`config.mk`:
```
export PLATFORM = sky130hd
export DESIGN_NAME = gin_ifmap_scheduler_flat
export DESIGN_NICKNAME = d
export VERILOG_FILES = /design/src/rtl/gin_ifmap_scheduler_pkg.sv /design/src/rtl/gin_ifmap_scheduler_if.sv /design/src/rtl/gin_sched_fifo2.sv /design/src/rtl/gin_ifmap_scheduler.sv /design/src/flat_wrapper.sv
export SDC_FILE = /design/constraint.sdc
export NUM_CORES = 1
export LEC_CHECK = 0
export CORE_MARGIN = 2
export CORE_UTILIZATION = 33
export DETAILED_ROUTE_END_ITERATION = 10
export HOLD_SLACK_MARGIN = 0.15
export PLACE_DENSITY_LB_ADDON = 0.15
export SLEW_MARGIN = 20
export SYNTH_ARGS = -nofsm -noshare
export SYNTH_HDL_FRONTEND = slang
export SYNTH_HIERARCHICAL = 1
export SYNTH_SLANG_ARGS = --single-unit
```
`constraint.sdc`:
```
create_clock -name clk -period 4.6 [get_ports clk]
set_input_delay 1.15 -clock clk [delete_from_list [all_inputs] [get_ports clk]]
set_output_delay 1.15 -clock clk [all_outputs]
set_load 0.01 [all_outputs]
```
`src/rtl/gin_ifmap_scheduler_pkg.sv`:
```
// Shared constants, FSM state encoding and FIFO entry layout for the GIN ifmap scheduler.
package gin_sched_pkg;

   localparam int XBUS_NUMS   = 12;
   localparam int PE_NUMS     = 14;
   localparam int ID_LEN      = 5;
   localparam int ROW_LEN     = 4;
   localparam int VALUE_LEN   = 8;
   localparam int CFG_LEN     = 8;
   localparam int IFMAP_H     = 60;
   localparam int IFMAP_W     = 224;
   localparam int TAG_ROWS    = 30;
   localparam int ADDR_LEN    = 14;

   localparam int CFG_CNT_LEN = 8;
   localparam int COL_CNT_LEN = 8;
   localparam int ROW_CNT_LEN = 6;

   typedef enum logic [2:0] {
      IDLE,
      CFG_ROW,
      CFG_ID,
      STREAM,
      FINISH
   } sched_state_e;

   typedef struct packed {
      logic [ROW_LEN-1:0]   row_tag;
      logic [ID_LEN-1:0]    col_tag;
      logic [VALUE_LEN-1:0] value;
   } fifo_entry_t;

endpackage

```
`src/rtl/gin_ifmap_scheduler_if.sv`:
```
// Controller, config, GLB read and GIN handshake signals of the scheduler; master = scheduler side.
interface gin_ifmap_scheduler_if;
   import gin_sched_pkg::*;

   logic                 start;
   logic                 busy;
   logic                 done;
   logic                 cfg_valid;
   logic                 cfg_ready;
   logic [CFG_LEN-1:0]   cfg_data;
   logic                 set_row;
   logic [ROW_LEN-1:0]   row_scan_out;
   logic                 set_id;
   logic [ID_LEN-1:0]    id_scan_out;
   logic                 glb_rd_en;
   logic [ADDR_LEN-1:0]  glb_rd_addr;
   logic [VALUE_LEN-1:0] glb_rd_data;
   logic                 gin_enable;
   logic                 gin_ready;
   logic [ROW_LEN-1:0]   gin_row_tag;
   logic [ID_LEN-1:0]    gin_col_tag;
   logic [VALUE_LEN-1:0] gin_value;

   modport master (
      input  start, cfg_valid, cfg_data, glb_rd_data, gin_ready,
      output busy, done, cfg_ready, set_row, row_scan_out, set_id, id_scan_out,
             glb_rd_en, glb_rd_addr, gin_enable, gin_row_tag, gin_col_tag, gin_value
   );

   modport slave (
      output start, cfg_valid, cfg_data, glb_rd_data, gin_ready,
      input  busy, done, cfg_ready, set_row, row_scan_out, set_id, id_scan_out,
             glb_rd_en, glb_rd_addr, gin_enable, gin_row_tag, gin_col_tag, gin_value
   );

endinterface

```
`src/rtl/gin_sched_fifo2.sv`:
```
// Two-entry FIFO holding GLB read data with its tags until the GIN accepts it.
module gin_sched_fifo2
   import gin_sched_pkg::*;
(
   input  logic        clk,
   input  logic        rst_n,
   input  logic        push,
   input  logic        pop,
   input  fifo_entry_t din,
   output fifo_entry_t head,
   output logic [1:0]  count
);

   fifo_entry_t mem_q [2];
   fifo_entry_t mem_d [2];
   logic        wr_ptr_q, wr_ptr_d;
   logic        rd_ptr_q, rd_ptr_d;
   logic [1:0]  count_q, count_d;

   always_comb begin
      mem_d    = mem_q;
      wr_ptr_d = wr_ptr_q;
      rd_ptr_d = rd_ptr_q;
      if (push) begin
         mem_d[wr_ptr_q] = din;
         wr_ptr_d        = ~wr_ptr_q;
      end
      if (pop) begin
         rd_ptr_d = ~rd_ptr_q;
      end
      count_d = count_q + {1'b0, push} - {1'b0, pop};
   end

   always_ff @(posedge clk or negedge rst_n) begin
      if (!rst_n) begin
         mem_q    <= '{default: '0};
         wr_ptr_q <= 1'b0;
         rd_ptr_q <= 1'b0;
         count_q  <= 2'd0;
      end else begin
         mem_q    <= mem_d;
         wr_ptr_q <= wr_ptr_d;
         rd_ptr_q <= rd_ptr_d;
         count_q  <= count_d;
      end
   end

   assign head  = mem_q[rd_ptr_q];
   assign count = count_q;

endmodule

```
`src/rtl/gin_ifmap_scheduler.sv`:
```
// Shifts the GIN row/ID scan chains from a config stream, then multicasts the ifmap column-major.
//   state   | meaning
//   IDLE    | waiting for start
//   CFG_ROW | shifting XBUS_NUMS row-tag words into the row scan chain
//   CFG_ID  | shifting XBUS_NUMS*PE_NUMS col-ID words into the ID scan chain
//   STREAM  | reading GLB column-major and feeding the GIN through the FIFO
//   FINISH  | one-cycle done pulse
module gin_ifmap_scheduler
   import gin_sched_pkg::*;
(
   input  logic                  clk,
   input  logic                  rst,
   gin_ifmap_scheduler_if.master bus
);

   localparam logic [ADDR_LEN-1:0] TOTAL = ADDR_LEN'(IFMAP_H * IFMAP_W);

   sched_state_e            state_q, state_d;
   logic [CFG_CNT_LEN-1:0]  cfg_cnt_q, cfg_cnt_d;
   logic [COL_CNT_LEN-1:0]  c_q, c_d;
   logic [ROW_CNT_LEN-1:0]  r_q, r_d;
   logic [ADDR_LEN-1:0]     addr_q, addr_d;
   logic [ADDR_LEN-1:0]     remain_q, remain_d;
   logic [ROW_LEN-1:0]      tag_row_q, tag_row_d, rd_row_q, rd_row_d;
   logic [ID_LEN-1:0]       tag_col_q, tag_col_d, rd_col_q, rd_col_d;
   logic                    inflight_q, inflight_d;

   logic        cfg_ready, cfg_acc, rd_en, pop;
   logic [1:0]  fifo_count;
   logic [2:0]  occ;
   fifo_entry_t push_entry, head;

   assign cfg_ready  = (state_q == CFG_ROW) || (state_q == CFG_ID);
   assign cfg_acc    = bus.cfg_valid & cfg_ready;
   assign pop        = (fifo_count != 2'd0) & bus.gin_ready;
   assign push_entry = '{row_tag: rd_row_q, col_tag: rd_col_q, value: bus.glb_rd_data};

   // A transfer in this cycle frees its slot, which keeps the read pipe full under continuous ready.
   assign occ   = {1'b0, fifo_count} + {2'b0, inflight_q} - {2'b0, pop};
   assign rd_en = (state_q == STREAM) && (remain_q != '0) && (occ < 3'd2);

   always_comb begin
      state_d    = state_q;
      cfg_cnt_d  = cfg_cnt_q;
      c_d        = c_q;
      r_d        = r_q;
      addr_d     = addr_q;
      remain_d   = remain_q;
      tag_row_d  = tag_row_q;
      tag_col_d  = tag_col_q;
      inflight_d = rd_en;
      rd_row_d   = rd_en ? tag_row_q : rd_row_q;
      rd_col_d   = rd_en ? tag_col_q : rd_col_q;

      case (state_q)
         IDLE: begin
            if (bus.start) begin
               state_d   = CFG_ROW;
               cfg_cnt_d = CFG_CNT_LEN'(XBUS_NUMS - 1);
               c_d       = '0;
               r_d       = '0;
               addr_d    = '0;
               remain_d  = TOTAL;
               tag_row_d = '0;
               tag_col_d = '0;
            end
         end
         CFG_ROW: begin
            if (cfg_acc) begin
               if (cfg_cnt_q == '0) begin
                  state_d   = CFG_ID;
                  cfg_cnt_d = CFG_CNT_LEN'(XBUS_NUMS * PE_NUMS - 1);
               end else begin
                  cfg_cnt_d = cfg_cnt_q - 1'b1;
               end
            end
         end
         CFG_ID: begin
            if (cfg_acc) begin
               if (cfg_cnt_q == '0) state_d = STREAM;
               else                 cfg_cnt_d = cfg_cnt_q - 1'b1;
            end
         end
         STREAM: begin
            if (rd_en) begin
               remain_d = remain_q - 1'b1;
               if (r_q == ROW_CNT_LEN'(IFMAP_H - 1)) begin
                  r_d       = '0;
                  c_d       = c_q + 1'b1;
                  addr_d    = ADDR_LEN'(c_q) + ADDR_LEN'(1);
                  tag_row_d = '0;
                  tag_col_d = '0;
               end else begin
                  r_d    = r_q + 1'b1;
                  addr_d = addr_q + ADDR_LEN'(IFMAP_W);
                  if (tag_col_q == ID_LEN'(TAG_ROWS - 1)) begin
                     tag_col_d = '0;
                     tag_row_d = tag_row_q + 1'b1;
                  end else begin
                     tag_col_d = tag_col_q + 1'b1;
                  end
               end
            end
            if ((remain_q == '0) && !inflight_q && (fifo_count == 2'd0)) state_d = FINISH;
         end
         FINISH:  state_d = IDLE;
         default: state_d = IDLE;
      endcase
   end

   always_ff @(posedge clk or negedge rst) begin
      if (!rst) begin
         state_q    <= IDLE;
         cfg_cnt_q  <= '0;
         c_q        <= '0;
         r_q        <= '0;
         addr_q     <= '0;
         remain_q   <= '0;
         tag_row_q  <= '0;
         tag_col_q  <= '0;
         rd_row_q   <= '0;
         rd_col_q   <= '0;
         inflight_q <= 1'b0;
      end else begin
         state_q    <= state_d;
         cfg_cnt_q  <= cfg_cnt_d;
         c_q        <= c_d;
         r_q        <= r_d;
         addr_q     <= addr_d;
         remain_q   <= remain_d;
         tag_row_q  <= tag_row_d;
         tag_col_q  <= tag_col_d;
         rd_row_q   <= rd_row_d;
         rd_col_q   <= rd_col_d;
         inflight_q <= inflight_d;
      end
   end

   gin_sched_fifo2 u_fifo (
      .clk   (clk),
      .rst_n (rst),
      .push  (inflight_q),
      .pop   (pop),
      .din   (push_entry),
      .head  (head),
      .count (fifo_count)
   );

   assign bus.busy         = (state_q != IDLE);
   assign bus.done         = (state_q == FINISH);
   assign bus.cfg_ready    = cfg_ready;
   assign bus.set_row      = cfg_acc && (state_q == CFG_ROW);
   assign bus.row_scan_out = (state_q == CFG_ROW) ? bus.cfg_data[ROW_LEN-1:0] : '0;
   assign bus.set_id       = cfg_acc && (state_q == CFG_ID);
   assign bus.id_scan_out  = (state_q == CFG_ID) ? bus.cfg_data[ID_LEN-1:0] : '0;
   assign bus.glb_rd_en    = rd_en;
   assign bus.glb_rd_addr  = addr_q;
   assign bus.gin_enable   = (fifo_count != 2'd0);
   assign bus.gin_row_tag  = head.row_tag;
   assign bus.gin_col_tag  = head.col_tag;
   assign bus.gin_value    = head.value;

endmodule

```
`src/flat_wrapper.sv`:
```
// flat-port wrapper written by rule: the top's interface ports become plain ports
module gin_ifmap_scheduler_flat import gin_sched_pkg::*;
  (clk, rst, bus_start, bus_cfg_valid, bus_cfg_data, bus_glb_rd_data, bus_gin_ready, bus_busy, bus_done, bus_cfg_ready, bus_set_row, bus_row_scan_out, bus_set_id, bus_id_scan_out, bus_glb_rd_en, bus_glb_rd_addr, bus_gin_enable, bus_gin_row_tag, bus_gin_col_tag, bus_gin_value);
  gin_ifmap_scheduler_if bus_i ();
  input  logic clk;
  input  logic rst;
  input wire logic [$bits(bus_i.start)-1:0] bus_start;
  input wire logic [$bits(bus_i.cfg_valid)-1:0] bus_cfg_valid;
  input wire logic [$bits(bus_i.cfg_data)-1:0] bus_cfg_data;
  input wire logic [$bits(bus_i.glb_rd_data)-1:0] bus_glb_rd_data;
  input wire logic [$bits(bus_i.gin_ready)-1:0] bus_gin_ready;
  output wire logic [$bits(bus_i.busy)-1:0] bus_busy;
  output wire logic [$bits(bus_i.done)-1:0] bus_done;
  output wire logic [$bits(bus_i.cfg_ready)-1:0] bus_cfg_ready;
  output wire logic [$bits(bus_i.set_row)-1:0] bus_set_row;
  output wire logic [$bits(bus_i.row_scan_out)-1:0] bus_row_scan_out;
  output wire logic [$bits(bus_i.set_id)-1:0] bus_set_id;
  output wire logic [$bits(bus_i.id_scan_out)-1:0] bus_id_scan_out;
  output wire logic [$bits(bus_i.glb_rd_en)-1:0] bus_glb_rd_en;
  output wire logic [$bits(bus_i.glb_rd_addr)-1:0] bus_glb_rd_addr;
  output wire logic [$bits(bus_i.gin_enable)-1:0] bus_gin_enable;
  output wire logic [$bits(bus_i.gin_row_tag)-1:0] bus_gin_row_tag;
  output wire logic [$bits(bus_i.gin_col_tag)-1:0] bus_gin_col_tag;
  output wire logic [$bits(bus_i.gin_value)-1:0] bus_gin_value;
  assign bus_i.start = bus_start;
  assign bus_i.cfg_valid = bus_cfg_valid;
  assign bus_i.cfg_data = bus_cfg_data;
  assign bus_i.glb_rd_data = bus_glb_rd_data;
  assign bus_i.gin_ready = bus_gin_ready;
  assign bus_busy = bus_i.busy;
  assign bus_done = bus_i.done;
  assign bus_cfg_ready = bus_i.cfg_ready;
  assign bus_set_row = bus_i.set_row;
  assign bus_row_scan_out = bus_i.row_scan_out;
  assign bus_set_id = bus_i.set_id;
  assign bus_id_scan_out = bus_i.id_scan_out;
  assign bus_glb_rd_en = bus_i.glb_rd_en;
  assign bus_glb_rd_addr = bus_i.glb_rd_addr;
  assign bus_gin_enable = bus_i.gin_enable;
  assign bus_gin_row_tag = bus_i.gin_row_tag;
  assign bus_gin_col_tag = bus_i.gin_col_tag;
  assign bus_gin_value = bus_i.gin_value;
  gin_ifmap_scheduler u_core (.clk(clk), .rst(rst), .bus(bus_i));
endmodule
```
# Word level (Yosys, flattened, before mapping)
# Cells that the tools add are included.
[totals]
inputBits = 21
elab_cells = 127
output_inout_bits = 47
regBits = 110
[classes]
magnitude_cmp = 4
n_mux = 46
add_sub_neg = 12
reduce_logical = 23
eq_ne = 16
bitwise = 6
[ops]
columns = ["operator", "n"]
rows = [
  ["14-bit 2-to-1 mux", 5],
  ["17-bit 2-to-1 mux", 4],
  ["8-bit 2-to-1 mux", 8],
  ["14-bit one-hot mux with 2 select lines", 2],
  ["34-bit bitwise mux", 1],
  ["5-bit 2-to-1 mux", 5],
  ["8-bit one-hot mux with 3 select lines", 1],
  ["4-bit 2-to-1 mux", 5],
  ["3-bit 2-to-1 mux", 6],
  ["6-bit 2-to-1 mux", 3],
  ["17-bit demux with 1-bit select", 1],
  ["8-bit one-hot mux with 2 select lines", 1],
  ["14-bit by 8-bit adder with 14-bit output (second input constant)", 1],
  ["14-bit logical NOT", 1],
  ["14-bit nonzero test", 1],
  ["14-bit by 1-bit subtractor with 14-bit output (second input constant)", 1],
  ["2-bit != test (second input constant)", 6],
  ["3-bit one-hot mux with 4 select lines", 1],
  ["6-bit one-hot mux with 2 select lines", 1],
  ["5-bit one-hot mux with 2 select lines", 1],
  ["8-bit by 1-bit adder with 9-bit output (second input constant)", 1],
  ["8-bit by 1-bit adder with 8-bit output (second input constant)", 1],
  ["8-bit logical NOT", 1],
  ["4-bit one-hot mux with 2 select lines", 1],
  ["other kinds (32)", 48],
]

# Logic depth before layout (Yosys ltp)
# Gate-level depths: netlist of run 1.
[logic_depth]
ltp_word = 7
depth_mapped = 13
ltp_nobuf = 11

# Hierarchy
# Netlist of run 1, hierarchy kept.
[by_module_without_submodules]
columns = ["mod", "cells_per_inst", "area_each_um2", "seq_area_each_um2", "instances"]
rows = [
  ["gin_ifmap_scheduler", 437, 3941.3, 1801.7, 1],
  ["gin_sched_fifo2", 104, 1695.4, 950.9, 1],
]

# Worst setup path after synthesis of run 1
# Ideal clock, no wire load.
[synth_path]
kind = "input port to output port"
from = "in bus_gin_ready"
to = "out bus_glb_rd_en"
t_arrival_ns = 2.959
required_time_ns = 3.450
path_slack_ns = 0.491
stages = 10
n_path_buf = 2
cell_sequence = "and2_1 > ha_1 > nand2b_1 > fa_1 > xnor2_1 > and3_1 > buf_6 > nand2_2 > inv_2 > buf_2"
[synth_between]
elab_chain_len = 4
[synth_rtl]
columns = ["element", "line_no", "source"]
rows = [
  ["from (decl)", "flat_wrapper.sv:11", "input wire logic [$bits(bus_i.gin_ready)-1:0] bus_gin_ready;"],
  ["1-bit bitwise AND", "gin_ifmap_scheduler.sv:35", "assign pop = (fifo_count != 2'd0) & bus.gin_ready;"],
  ["3-bit by 1-bit subtractor with 3-bit output", "gin_ifmap_scheduler.sv:39", "assign occ = {1'b0, fifo_count} + {2'b0, inflight_q} - {2'b0, pop};"],
  ["3-bit by 2-bit < comparator with 1-bit output", "gin_ifmap_scheduler.sv:40", "assign rd_en = (state_q == STREAM) && (remain_q != '0) && (occ < 3'd2);"],
  ["1-bit logical AND", "gin_ifmap_scheduler.sv:40", ""],
  ["to (decl)", "flat_wrapper.sv:19", "output wire logic [$bits(bus_i.glb_rd_en)-1:0] bus_glb_rd_en;"],
]
# No other way between the ends.

# Worst setup path after layout of run 1
[layout_path]
from = "in bus_gin_ready"
to = "out bus_glb_rd_en"
[layout_between]
elab_chain_len = 4
[layout_rtl]
columns = ["element", "line_no", "source"]
rows = [
  ["1-bit bitwise AND", "gin_ifmap_scheduler.sv:35", ""],
  ["via u_core.pop", "gin_ifmap_scheduler.sv:28", "logic cfg_ready, cfg_acc, rd_en, pop;"],
  ["3-bit by 1-bit subtractor with 3-bit output", "gin_ifmap_scheduler.sv:39", ""],
  ["3-bit by 2-bit < comparator with 1-bit output", "gin_ifmap_scheduler.sv:40", ""],
  ["1-bit logical AND", "gin_ifmap_scheduler.sv:40", ""],
]
# The timed path passes the listed nets, and every way through them passes these cells.

==> impl_results.md, run 1 <==
- Status: finished clean
- Worst-skew pair later-pin latency: 0.35 ns
- Fill cell count: 1587
- Hold Startpoint: u_core/tag_row_q[3]
- Max stage delay on crit path: 0.40 ns
- Post-CTS setup repair buffer count: 0
- Logic pwr share: 24.6%
- Final Cycle Share: 96.8%
- Cell area after placement: 6460 sq um
- Gr usage total: 14.4%
- Die area: 18100 sq um
- FFs w/ async S/R, synth: 100%
- Final Setup Violations: 0
- Final slew viol count: 0
- Synth Warn #: 6
- Power per cell area: 369 nW/um^2
- Switching power total: 0.769 mW
- Residual DRC: 0
- Max capacitance violation total: 0
- Share of the synthesized area in the top cell type: 48.8%
- Top_reg_cell synth: dfrtp_1
- Final Hold Violating Endpoints: 0
- Net count, final: 634
- Clk buf depth: 2
- Die X: 135 um
- Die height: 135 um
- Non-Filler Instances: 825
- Critical R2R Launch: u_core/u_fifo/count[1]
- Post-CTS resize count: 3
- Number of port buffers: 64
- Setup TNS: 0 ns
- Most frequent cells in the layout: dfrtp_1 (110), clkdlybuf4s50_1 (62), nand2_1 (53), o21ai_0 (47), mux2_2 (42)
- Detailed Route WL: 12500 um
- GP Congestion: 0.797
- Critical Path Start Type: input port
- Slowest CP cell: clkdlybuf4s50_1
- Hold WC Path Type: flip-flop to flip-flop
- CTS Hold Bufs: 0
- Vias: 4239
- Synth Area per Inst: 10.4 sq um
- Reg2reg setup slack: 1.25 ns
- Synthesis-to-layout area growth: 19.9%
- First-pass GRT wire length: 21000 um
- Vias in the first global route: 4154
- LEAKAGE: 2.91 nW
- Synth area leaders: dfrtp_1 (49%), mux2_2 (8.4%), o21ai_0 (4.2%)
- Max FO, Critical Path: 2
- IO Count: 68
- Required time worst endpoint: 3.45 ns
- Remaining global-route overflow: 0
- Pint: 1.73 mW
- Tightest Pin Transition: 0.863 ns
- Syn Nets: 575
- Initial antenna violation count: 0
- Cell count after synthesis: 541
- Iter 0 DRT Violations: 194
- CP Buf/Inv Count: 3
- Commonest non-fill, non-tap cell in the layout: dfrtp_1
- Largest net degree at the start of global routing: 71
- Hold path endpoint: u_core/tag_row_q[3]
- Worst slack, placed: -0.220 ns
- Max Fclk: 0.225 GHz
- Worst-path cell chain: clkdlybuf4s50_1 -> and2_1 -> ha_1 -> nand2b_1 -> fa_2 -> xnor2_2 -> and3_4 -> nand2_2 -> inv_2 -> dlygate4sd2_1
- VDD IR max: 0.197 mV
- Yosys cell types: 59
- Clock share of power: 29.9%
- Worst r2r path cells: 12
- H-tree levels: 3
- Wire length per cell: 15.1 um
- WHS Path Cells: 1
- DRT antenna net count: 0
- Core area: 16600 sq um
- Worst r2r dst: u_core/tag_row_q[0]
- CP delay by family, top: buffers and inverters
- Root Buffer: clkbuf_16
- CP endpoint kind: output port
- Placed cell count: 809
- Diodes inserted: 0
- Post-Syn Area: 5640 sq um
- 1st-pass router iterations: 4
- RSZ-0062 raised after global routing: false
- Post-synth EDFFs: 0
- Slew HR: 42.5%
- Clock buffer count from CTS: 9
- Min cycle time layout: 4.45 ns
- Final Cell Area: 6760 sq um
- Initial Util: 33.9%
- Crit path DAT: 3.30 ns
- Sequential area share after synthesis: 48.8%
- Avg Vias per Cell: 5.14
- Cell taking the most area after synthesis: dfrtp_1
- Switching Fraction: 30.8%
- HPWL Detailed: 8430 um
- FP Rows: 47
- Flop pwr share: 45.5%
- Final worst setup slack: 0.149 ns
- Setup Skew: 0.00784 ns
- Worst-path clk slew: 0.07 ns
- Layout cell share with drive strength beyond 1: 15.7%
- CTS Sinks: 110
- Flops & latches, synth: 110
- Fin util: 40.6%
- CTS tree: built
- Kind of critical path: input port to output port
[power by group through the flow]
stage	clock network, mW	logic, mW	registers [mW]
final	0.746	0.613	1.14
after global routing	0.824	0.676	1.15
after CTS	0.785	0.620	1.14
after detailed placement	0	0.606	1.15
after global placement	0	0.595	1.15
after floorplan	0	0.429	1.09
[cell usage after synthesis, types with 6 or more instances]
| master | count |
|---|---|
| dfrtp_1 | 110 |
| nand2_1 | 53 |
| o21ai_0 | 47 |
| mux2_2 | 42 |
| nor2_1 | 32 |
| nand3_1 | 30 |
| inv_1 | 18 |
| and2_1 | 14 |
| nor3_1 | 13 |
| a21oi_1 | 12 |
| ha_1 | 12 |
| a31oi_1 | 10 |
| mux2_4 | 10 |
| o31ai_1 | 10 |
| clkbuf_1 | 9 |
| nand4_1 | 9 |
| xnor2_1 | 9 |
| o2bb2ai_1 | 8 |
| buf_2 | 6 |
| buf_4 | 6 |
[registers in the layout, summed over array words and instances (netlist names), 2 cells and up]
| name | cells |
|---|---|
| u_core/state_q | 3 |
| u_core/cfg_cnt_q | 8 |
| u_core/tag_row_q | 4 |
| u_core/r_q | 6 |
| u_core/remain_q | 14 |
| u_core/u_fifo/mem_q | 34 |
| u_core/rd_row_q | 4 |
| u_core/tag_col_q | 5 |
| u_core/bus.glb_rd_addr | 14 |
| u_core/rd_col_q | 5 |
| u_core/u_fifo/count | 2 |
| u_core/c_q | 8 |
[worst max-delay path by stage]
stage,startpoint,end,slack [ns],depth (start not counted)
6_report,bus_gin_ready,bus_glb_rd_en,0.15,10
2_1_floorplan,bus_gin_ready,bus_glb_rd_en,0.49,10
4_1_cts,bus_gin_ready,bus_glb_rd_en,0.08,10
3_3_place_gp,bus_gin_ready,bus_glb_rd_en,-0.20,10
5_1_grt,bus_gin_ready,bus_glb_rd_en,0.05,10
3_5_place_dp,bus_gin_ready,bus_glb_rd_en,-0.22,10
[stage by stage]
stage / hold slack [ns] / power (mW)
floorplan: 0.445 / 1.52
global placement: 0.475 / 1.74
detailed placement: 0.475 / 1.76
CTS: 0.483 / 2.54
global route: 0.517 / 2.65
finish: 0.480 / 2.49
[metal layers]
layer | track usage (%) | vias to the layer above | part of all wire (%)
met2 | 22.6 | 75 | 46
met1 | 19.8 | 2088 | 49
met5 | 0 | - | 0
li1 | - | 2062 | -
met3 | 3.45 | 14 | 3.9
met4 | 4.80 | 0 | 1.8
[layout make-up]
class / instances / area [sq um] / share of cell area, %
Clock buffer: 11 / 243 / 3.59
Multi-Input combinational cell: 386 / 2660 / 39.4
Inverter: 19 / 71.3 / 1.06
Tap cell: 220 / 275 / 4.07
Clock inverter: 5 / 41.3 / 0.611
Sequential cell: 110 / 2750 / 40.7
Timing Repair Buffer: 74 / 712 / 10.5
[logic make-up (layout without fill, tap and decap cells)]
kind of cell	after synthesis	in the layout	synth area share [%]
xor gates and xnor gates	14	14	2.18
adders and majority gates	13	13	3.02
muxes	54	54	11.4
and+or+nand+nor	193	193	17.7
DFF	110	110	48.8
buffers and inverters	45	109	4.35
AOI/OAI and AO/OA	112	112	12.5
[worst reg2reg max path, stage by stage (launching register included)]
cell and delay (ns):
dfrtp_1 0.47, or2_2 0.35, and2_1 0.18, ha_1 0.28, nand2b_1 0.15, fa_2 0.36
xnor2_2 0.16, and3_4 0.23, nand2_2 0.06, inv_2 0.08, buf_4 0.32, nand2_1 0.27
o31ai_1 0.33
(Power assumes the default switching activity.)
==> run 2: changes to the inputs <==
Settings changed: CTS_CLUSTER_DIAMETER set to 60.
==> results of run 2 <==
Same layout as run 1: the final DEF is identical, and so are final timing and power.
